<file path="config.mk">
export PLATFORM = sky130hd
export DESIGN_NAME = input_line_ctrl
export DESIGN_NICKNAME = d
export VERILOG_FILES = /design/src/rtl/input_line_ctrl_pkg.sv /design/src/rtl/input_line_ctrl_rise_detect.sv /design/src/rtl/input_line_ctrl.sv
export SDC_FILE = /design/constraint.sdc
export NUM_CORES = 1
export LEC_CHECK = 0
export BUFFER_PORTS_ARGS = -buffer_cell sky130_fd_sc_hd__buf_2
export CORE_UTILIZATION = 45
export DETAILED_ROUTE_END_ITERATION = 16
export PLACE_DENSITY = 0.71
export SYNTH_ARGS = -nofsm -noshare
export SYNTH_HDL_FRONTEND = slang
export SYNTH_SLANG_ARGS = --single-unit
</file>
<file path="constraint.sdc">
create_clock -name clk -period 2.69 [get_ports clk]
set_clock_uncertainty 0.15 [all_clocks]
set_input_delay 0.1345 -clock clk [delete_from_list [all_inputs] [get_ports clk]]
set_output_delay 0.1345 -clock clk [all_outputs]
set_load 0.03 [all_outputs]
</file>
<file path="src/rtl/input_line_ctrl_pkg.sv">
// Shared widths, control characters and FSM encoding for the UART input line controller.
package input_line_ctrl_pkg;

  localparam int unsigned DataW = 8;
  localparam int unsigned Depth = 15;
  localparam int unsigned CntW  = 4;

  localparam logic [DataW-1:0] ChCr  = 8'h0D;
  localparam logic [DataW-1:0] ChBs  = 8'h08;
  localparam logic [DataW-1:0] ChDel = 8'h7F;

  localparam logic [CntW-1:0] DepthCnt = CntW'(Depth);
  localparam logic [CntW-1:0] CntOne   = CntW'(1);

  typedef enum logic [0:0] {
    StCollect = 1'b0,
    StPending = 1'b1
  } state_e;

  function automatic logic is_backspace(input logic [DataW-1:0] b);
    return (b == ChBs) || (b == ChDel);
  endfunction

endpackage

</file>
<file path="src/rtl/input_line_ctrl_rise_detect.sv">
// Rising-edge detector; the reset value of the history bit sets whether a level held
// high through reset is reported as an edge.
module input_line_ctrl_rise_detect #(
  parameter bit ResetVal = 1'b1
) (
  input  logic clk,
  input  logic rst,
  input  logic level_i,
  output logic strobe_o
);

  logic level_q;

  always_ff @(posedge clk or negedge rst) begin
    if (!rst) begin
      level_q <= ResetVal;
    end else begin
      level_q <= level_i;
    end
  end

  assign strobe_o = level_i & ~level_q;

endmodule

</file>
<file path="src/rtl/input_line_ctrl.sv">
// Line-editing controller: turns received bytes into push/pop/clear commands for the input
// queue and hands CR-terminated lines to the parser over a valid/ack handshake.
module input_line_ctrl
  import input_line_ctrl_pkg::*;
(
  input  logic             clk,
  input  logic             rst,
  input  logic [DataW-1:0] data_in,
  input  logic             received,
  input  logic             cmd_ack,
  output logic             q_push,
  output logic             q_pop,
  output logic             q_clear,
  output logic [DataW-1:0] q_data,
  output logic [CntW-1:0]  char_count,
  output logic             cmd_valid,
  output logic [CntW-1:0]  cmd_len,
  output logic             overflow,
  output logic             drop
);

  logic strobe;

  input_line_ctrl_rise_detect #(
    .ResetVal (1'b1)
  ) u_rise_detect (
    .clk      (clk),
    .rst      (rst),
    .level_i  (received),
    .strobe_o (strobe)
  );

  state_e           state_q;
  logic             push_q, pop_q, clear_q, drop_q, valid_q, ovf_q;
  logic [DataW-1:0] data_q;
  logic [CntW-1:0]  count_q, len_q;

  always_ff @(posedge clk or negedge rst) begin
    if (!rst) begin
      state_q <= StCollect;
      push_q  <= 1'b0;
      pop_q   <= 1'b0;
      clear_q <= 1'b0;
      drop_q  <= 1'b0;
      valid_q <= 1'b0;
      ovf_q   <= 1'b0;
      data_q  <= '0;
      count_q <= '0;
      len_q   <= '0;
    end else begin
      push_q  <= 1'b0;
      pop_q   <= 1'b0;
      clear_q <= 1'b0;
      drop_q  <= 1'b0;
      unique case (state_q)
        StCollect: begin
          if (strobe) begin
            if (data_in == ChCr) begin
              if (count_q != '0) begin
                valid_q <= 1'b1;
                len_q   <= count_q;
                state_q <= StPending;
              end
            end else if (is_backspace(data_in)) begin
              if (count_q != '0) begin
                pop_q   <= 1'b1;
                count_q <= count_q - CntOne;
              end
            end else if (count_q < DepthCnt) begin
              push_q  <= 1'b1;
              data_q  <= data_in;
              count_q <= count_q + CntOne;
            end else begin
              drop_q <= 1'b1;
              ovf_q  <= 1'b1;
            end
          end
        end
        StPending: begin
          // Queue is frozen until the parser acks; any byte arriving now is lost.
          drop_q <= strobe;
          if (cmd_ack) begin
            clear_q <= 1'b1;
            count_q <= '0;
            ovf_q   <= 1'b0;
            valid_q <= 1'b0;
            len_q   <= '0;
            state_q <= StCollect;
          end
        end
        default: state_q <= StCollect;
      endcase
    end
  end

  assign q_push     = push_q;
  assign q_pop      = pop_q;
  assign q_clear    = clear_q;
  assign q_data     = data_q;
  assign char_count = count_q;
  assign cmd_valid  = valid_q;
  assign cmd_len    = len_q;
  assign overflow   = ovf_q;
  assign drop       = drop_q;

endmodule
</file>
==> results of run 1 <==
## cells by family (layout without fill, tap and decap cells)
family	Yosys count	count (layout)	synth area share [%]
adder cells (fa/ha/maj)	3	3	2.81
buffers and inverters	8	52	6.73
flip-flops	24	24	48.3
XOR/XNOR	3	3	2.11
AO/OA/AOI/OAI	21	21	13.4
AND/OR/NAND/NOR	33	33	17.1
multiplexers	10	10	9.64
## routing by layer
layer / routed length, µm / share of wire, % / up-vias / GRT usage, %
met4: 54 / 2.1 / 0 / 9.40
met5: 0 / 0 / - / 0
met1: 1140 / 44 / 446 / 22.0
li1: - / - / 463 / -
met2: 1290 / 49 / 38 / 36.3
met3: 126 / 4.8 / 5 / 2.78
## critical path, cell delays in order
cell	delay [ps]
dlygate4sd3_1	530
buf_2	150
nand4b_1	210
o2bb2ai_2	560
ha_1	310
nand2_1	50
or4_1	400
o211ai_1	110
a21oi_2	50
## placed cells by master (no fill, tap or decap), types with 2 or more instances in the layout
master | netlist | layout
buf_2 | 0 | 33
dfrtp_1 | 23 | 23
dlygate4sd3_1 | 0 | 11
nand2_1 | 8 | 8
mux2_2 | 8 | 8
nor2_1 | 7 | 7
a21oi_1 | 5 | 5
inv_1 | 4 | 4
a22o_1 | 4 | 4
nand4_1 | 3 | 3
clkbuf_4 | 0 | 3
xnor2_1 | 2 | 2
nor3_1 | 2 | 2
a21o_1 | 2 | 2
mux2_4 | 2 | 2
o22ai_1 | 2 | 2
nand3b_1 | 2 | 2
ha_1 | 2 | 2
## path summary, 6_finish.rpt
path | from | end
max | data_in[7] | char_count[3]$_DFFE_PN0P_
min | rst | cmd_len[1]$_DFFE_PN0P_
max reg2reg | state_q$_DFF_PN0_ | char_count[0]$_DFFE_PN0P_
min reg2reg | cmd_valid$_DFFE_PN0P_ | cmd_valid$_DFFE_PN0P_
max in group asynchronous | rst | u_rise_detect.level_q$_DFF_PN1_
min in group clk | received | u_rise_detect.level_q$_DFF_PN1_
## cell type report
class	count	area (µm²)
fillers	214	1020
flip-flops and latches	24	602
multi-input cells	70	561
repair buffers	44	275
well taps	30	37.5
clock buffers	4	36.3
inverters	4	15.0
## through the flow
step,area (µm²),power (mW),setup slack [ps],hold WS [ps]
floorplan,1250,0.926,578,-311
global placement,1380,0.984,513,-8.03
detailed placement,1380,0.997,451,1.37
CTS,1530,1.20,252,175
global route,1530,1.26,81.7,247
finish,1530,1.20,237,164
## power by group through the flow
stage	Combinational, mW	Clock [mW]	Sequential, mW
after floorplan	0.296	0	0.630
after global placement	0.461	0	0.523
after detailed placement	0.470	0	0.526
after CTS	0.483	0.200	0.519
after global routing	0.514	0.210	0.533
final	0.481	0.197	0.519
## Yosys cell counts, drive strengths merged (2+ instances only)
cell    number  area, µm²
a21o         2       15.0
a21oi        6       33.8
a22o         4       35.0
buf          2       22.5
dfrtp       23        576
ha           2       25.0
inv          4       15.0
mux2        10        120
nand2        8       30.0
nand3b       2       15.0
nand4        3       18.8
nor2         7       26.3
nor3         3       26.3
nor4         2       27.5
o22ai        2       12.5
xnor2        2       17.5
==> run metrics, run 1 <==
status=finished, final reports clean; IO Port Bufs=33; drt initial violations=18; internal power=0.709 mW; RSZ-0062 raised after global routing=false; Seq cells post-synth=24; maxcap violations=0; Via density=about 5.4; die height=54.6 µm; latest clock arrival within the worst-skew pair=330 ps; largest net degree at the start of global routing=25; Net Count, Synth=116; async set or reset register ratio after synthesis=100%; number of nets in the layout=161; Tmin final=2450 ps; combinational share of power=40.2%; DR vias=952; LEAKAGE=0.723 nW; Primary FF master, synth=dfrtp_1; GRT Util Overall=19.8%; Die W=54.6 µm; VDD IR max=537 µV; Reg power frac=43.4%; total wire length=2620 µm; CP endpoint kind=flop; clk root buf=clkbuf_4; CTS Buffer Depth=2; diode count=0; relative slew slack=between 50% and 60%; first-pass GRT wire length=4070 µm; Post-Syn Area per Cell=12.2 µm²; Reg2Reg Depth=5; number of flops mapped to enable cells by yosys=0; vias in the first global route=924; Tcrit/Tclk final=slightly above 90%; Clock transition at path regs=130 ps; Post-DP HPWL=~1800 µm; fin. max-slew vios=0; Final Util=60.0%; switch share=40.8%; final antenna-violating net count=0; I/O pins=34; Hold Vio Cnt, Final=0; Worst-Margin Slew=633 ps; initial antenna violation count=0; fmax=around 400 MHz; Seq/Total Area, Yosys=48.3%; Critical Path RT=2740 ps; Pwr per Cell Area=between 700 and 800 nW/µm²; starting density of the core=49.0%; RD Place Congestion=0.760; Clk pwr share=16.4%; Crit Path Category=in -> reg; DP Cell Count=between 150 and 200; endpoints failing setup=0; DR DRC count=0; Setup Fix Bufs, Post-CTS=0; Pre-antenna DRT Iters=4; Sink Count=24; CTS tree=done; WL/cell=14.9 µm; largest fanout on the critical path=13; row count=18; startpoint types=input port; Num CTS Buffers=3; distinct cell type count after synthesis=40; max FFs per register=8; layout cells sized above 1=38.4%; Sw Pwr=0.488 mW; # resized after CTS=0; CP arrival=2500 ps; TNS Setup=0 ps; Ys Warns=0; H-tree levels=1; Placeable Area=approximately 2500 µm²; full die area=2980 µm²; Hold WC Path Type=in -> async; # hold bufs at CTS=11; Area Overhead vs Synth=22.5%; Synth Cell Area=1250 µm²; post-synthesis cell count=about 100; grt ovf=0; Layout Cells excl Fill=around 180; FF-to-FF setup slack=500 ps
(Power assumes the default switching activity.)
==> run 2, diff against run 1 <==
--- a/config.mk
+++ b/config.mk
@@ -6,9 +6,9 @@
 export NUM_CORES = 1
 export LEC_CHECK = 0
 export BUFFER_PORTS_ARGS = -buffer_cell sky130_fd_sc_hd__buf_2
-export CORE_UTILIZATION = 45
+export CORE_UTILIZATION = 50
 export DETAILED_ROUTE_END_ITERATION = 16
-export PLACE_DENSITY = 0.71
+export PLACE_DENSITY = 0.78
 export SYNTH_ARGS = -nofsm -noshare
 export SYNTH_HDL_FRONTEND = slang
 export SYNTH_SLANG_ARGS = --single-unit
==> run metrics, run 2 (synthesis results as in run 1) <==
WL/cell=15.8 µm (was 14.9 µm); CP top delay family=compound AO/OA/AOI/OAI gates (unchanged); DP Cell Count=159 (was 161); initial antenna violation count=0 (unchanged); Pre-antenna DRT Iters=5 (was 4); CTS tree=done (unchanged); Num CTS Buffers=3 (unchanged); Total Power=1.27 mW (was 1.20 mW); I/O pins=34 (unchanged); post-route setup slack=218 ps (was 237 ps); final antenna-violating net count=0 (unchanged); final instance area=1540 µm² (was 1530 µm²); fmax=405 MHz (was 408 MHz); FF-to-FF setup slack=540 ps (was 500 ps); layout cells sized above 1=38.4% (unchanged); reg2reg start=state_q$_DFF_PN0_ (unchanged); vias in the first global route=923 (was 924); Sink Count=24 (unchanged); worst-path cell chain=dlygate4sd3_1, buf_2, nand4b_1, o2bb2ai_2, ha_1, nand2_1, or4_1, o211ai_1, a21oi_2 (unchanged); DR vias=1001 (was 952); RSZ-0062 raised after global routing=false (unchanged); Tcrit/Tclk final=91.9% (was 91.2%); last element of the critical path=char_count[3]$_DFFE_PN0P_ (unchanged); maxcap violations=0 (unchanged); Worst-Margin Slew=620 ps (was 633 ps); fin. max-slew vios=0 (unchanged); CP Depth=9 (unchanged); row count=17 (was 18); Critical Path RT=2730 ps (was 2740 ps); VDD IR max=727 µV (was 537 µV); Setup WS pre-CTS=446 ps (was 451 ps); GRT Util Overall=21.7% (was 19.8%); RD Place Congestion=0.732 (was 0.760); IO Port Bufs=33 (unchanged); full die area=2700 µm² (was 2980 µm²); clk root buf=clkbuf_4 (unchanged); relative slew slack=58.4% (was 57.6%); Layout Cells excl Fill=174 (was 176); CP arrival=2510 ps (was 2500 ps); Buf/Inv on CP=2 (unchanged); slowest CP cell=o2bb2ai_2 (unchanged); Worst Hold Margin=159 ps (was 164 ps); DR DRC count=0 (unchanged); commonest non-fill, non-tap cell in the layout=buf_2 (unchanged); latest clock arrival within the worst-skew pair=310 ps (was 330 ps); LEAKAGE=0.730 nW (was 0.723 nW); Die W=51.9 µm (was 54.6 µm); CTS Buffer Depth=2 (unchanged); H-tree levels=1 (unchanged); endpoints failing setup=0 (unchanged); Final Util=67.7% (was 60.0%); drt initial violations=16 (was 18); Hold Vio Cnt, Final=0 (unchanged); Pwr per Cell Area=824 nW/µm² (was 784 nW/µm²); Post-DP HPWL=1800 µm (was 1830 µm); startpoint types=input port (unchanged); Area Overhead vs Synth=23.6% (was 22.5%); TNS Setup=0 ps (unchanged); largest net degree at the start of global routing=25 (unchanged); diode count=0 (unchanged); CP endpoint kind=flop (unchanged); Setup crit start=data_in[7] (unchanged); starting density of the core=54.8% (was 49.0%); Reg2Reg Depth=5 (unchanged); # resized after CTS=0 (unchanged); grt ovf=0 (unchanged); Hold WC Path Type=in -> async (unchanged); Placeable Area=2280 µm² (was 2540 µm²); number of nets in the layout=161 (unchanged); Crit Path Category=in -> reg (unchanged); Max stage delay on crit path=550 ps (was 560 ps); Via density=5.75 (was 5.41); Tmin final=2470 ps (was 2450 ps); Clock transition at path regs=140 ps (was 130 ps); DP Area=1380 µm² (about the same); first-pass GRT wire length=4240 µm (was 4070 µm); max FFs per register=8 (unchanged); die height=51.9 µm (was 54.6 µm); RR Endpoint=char_count[0]$_DFFE_PN0P_ (unchanged); Fillers=166 (was 214); total wire length=2750 µm (was 2620 µm); largest fanout on the critical path=13 (unchanged); status=finished, final reports clean (unchanged); commonest cells after routing, fill and taps aside=33 x buf_2, 23 x dfrtp_1, 11 x dlygate4sd3_1 (unchanged)
## run 2: cell type report
| type | count | area, µm² | share of cell area, % |
|---|---|---|---|
| Clock inverter | 1 | 30.0 | 1.95 |
| Timing Repair Buffer | 44 | 275 | 17.9 |
| Sequential cell | 24 | 602 | 39.1 |
| Tap cell | 28 | 35.0 | 2.27 |
| Inverter | 4 | 15.0 | 0.975 |
| Clock buffer | 3 | 22.5 | 1.46 |
| Multi-Input combinational cell | 70 | 561 | 36.4 |
## run 2: report_power, final
group | switching [mW] | leakage [nW] | internal, mW | total (mW)
clock network | 0.112 | 0.0279 | 0.151 | 0.263
logic | 0.291 | 0.402 | 0.196 | 0.486
registers | 0.0892 | 0.299 | 0.431 | 0.520
## run 2: timing repair
item                      4_1_cts  5_1_grt
setup buffers                   0        0
hold endpoints to repair       35        0
hold buffers                   11        0
## run 2: how the worst min path moves through the flow
stage / endpoint / start / cells after the start / slack [ps]
after global placement: cmd_len[1]$_DFFE_PN0P_ / rst / 1 / -10
after CTS: q_clear$_DFF_PN0_ / rst / 2 / 190
after global routing: cmd_len[0]$_DFFE_PN0P_ / rst / 2 / 220
after floorplan: char_count[0]$_DFFE_PN0P_ / rst / 0 / -310
after detailed placement: cmd_len[0]$_DFFE_PN0P_ / rst / 1 / -6
final: q_data[7]$_DFFE_PN0P_ / rst / 2 / 160
## run 2: layer usage
layer  track usage, %  share of wire (%)
met3             3.51                5.5
met4             4.05               0.51
met2             41.5                 53
met1             25.1                 41
met5                0                  0
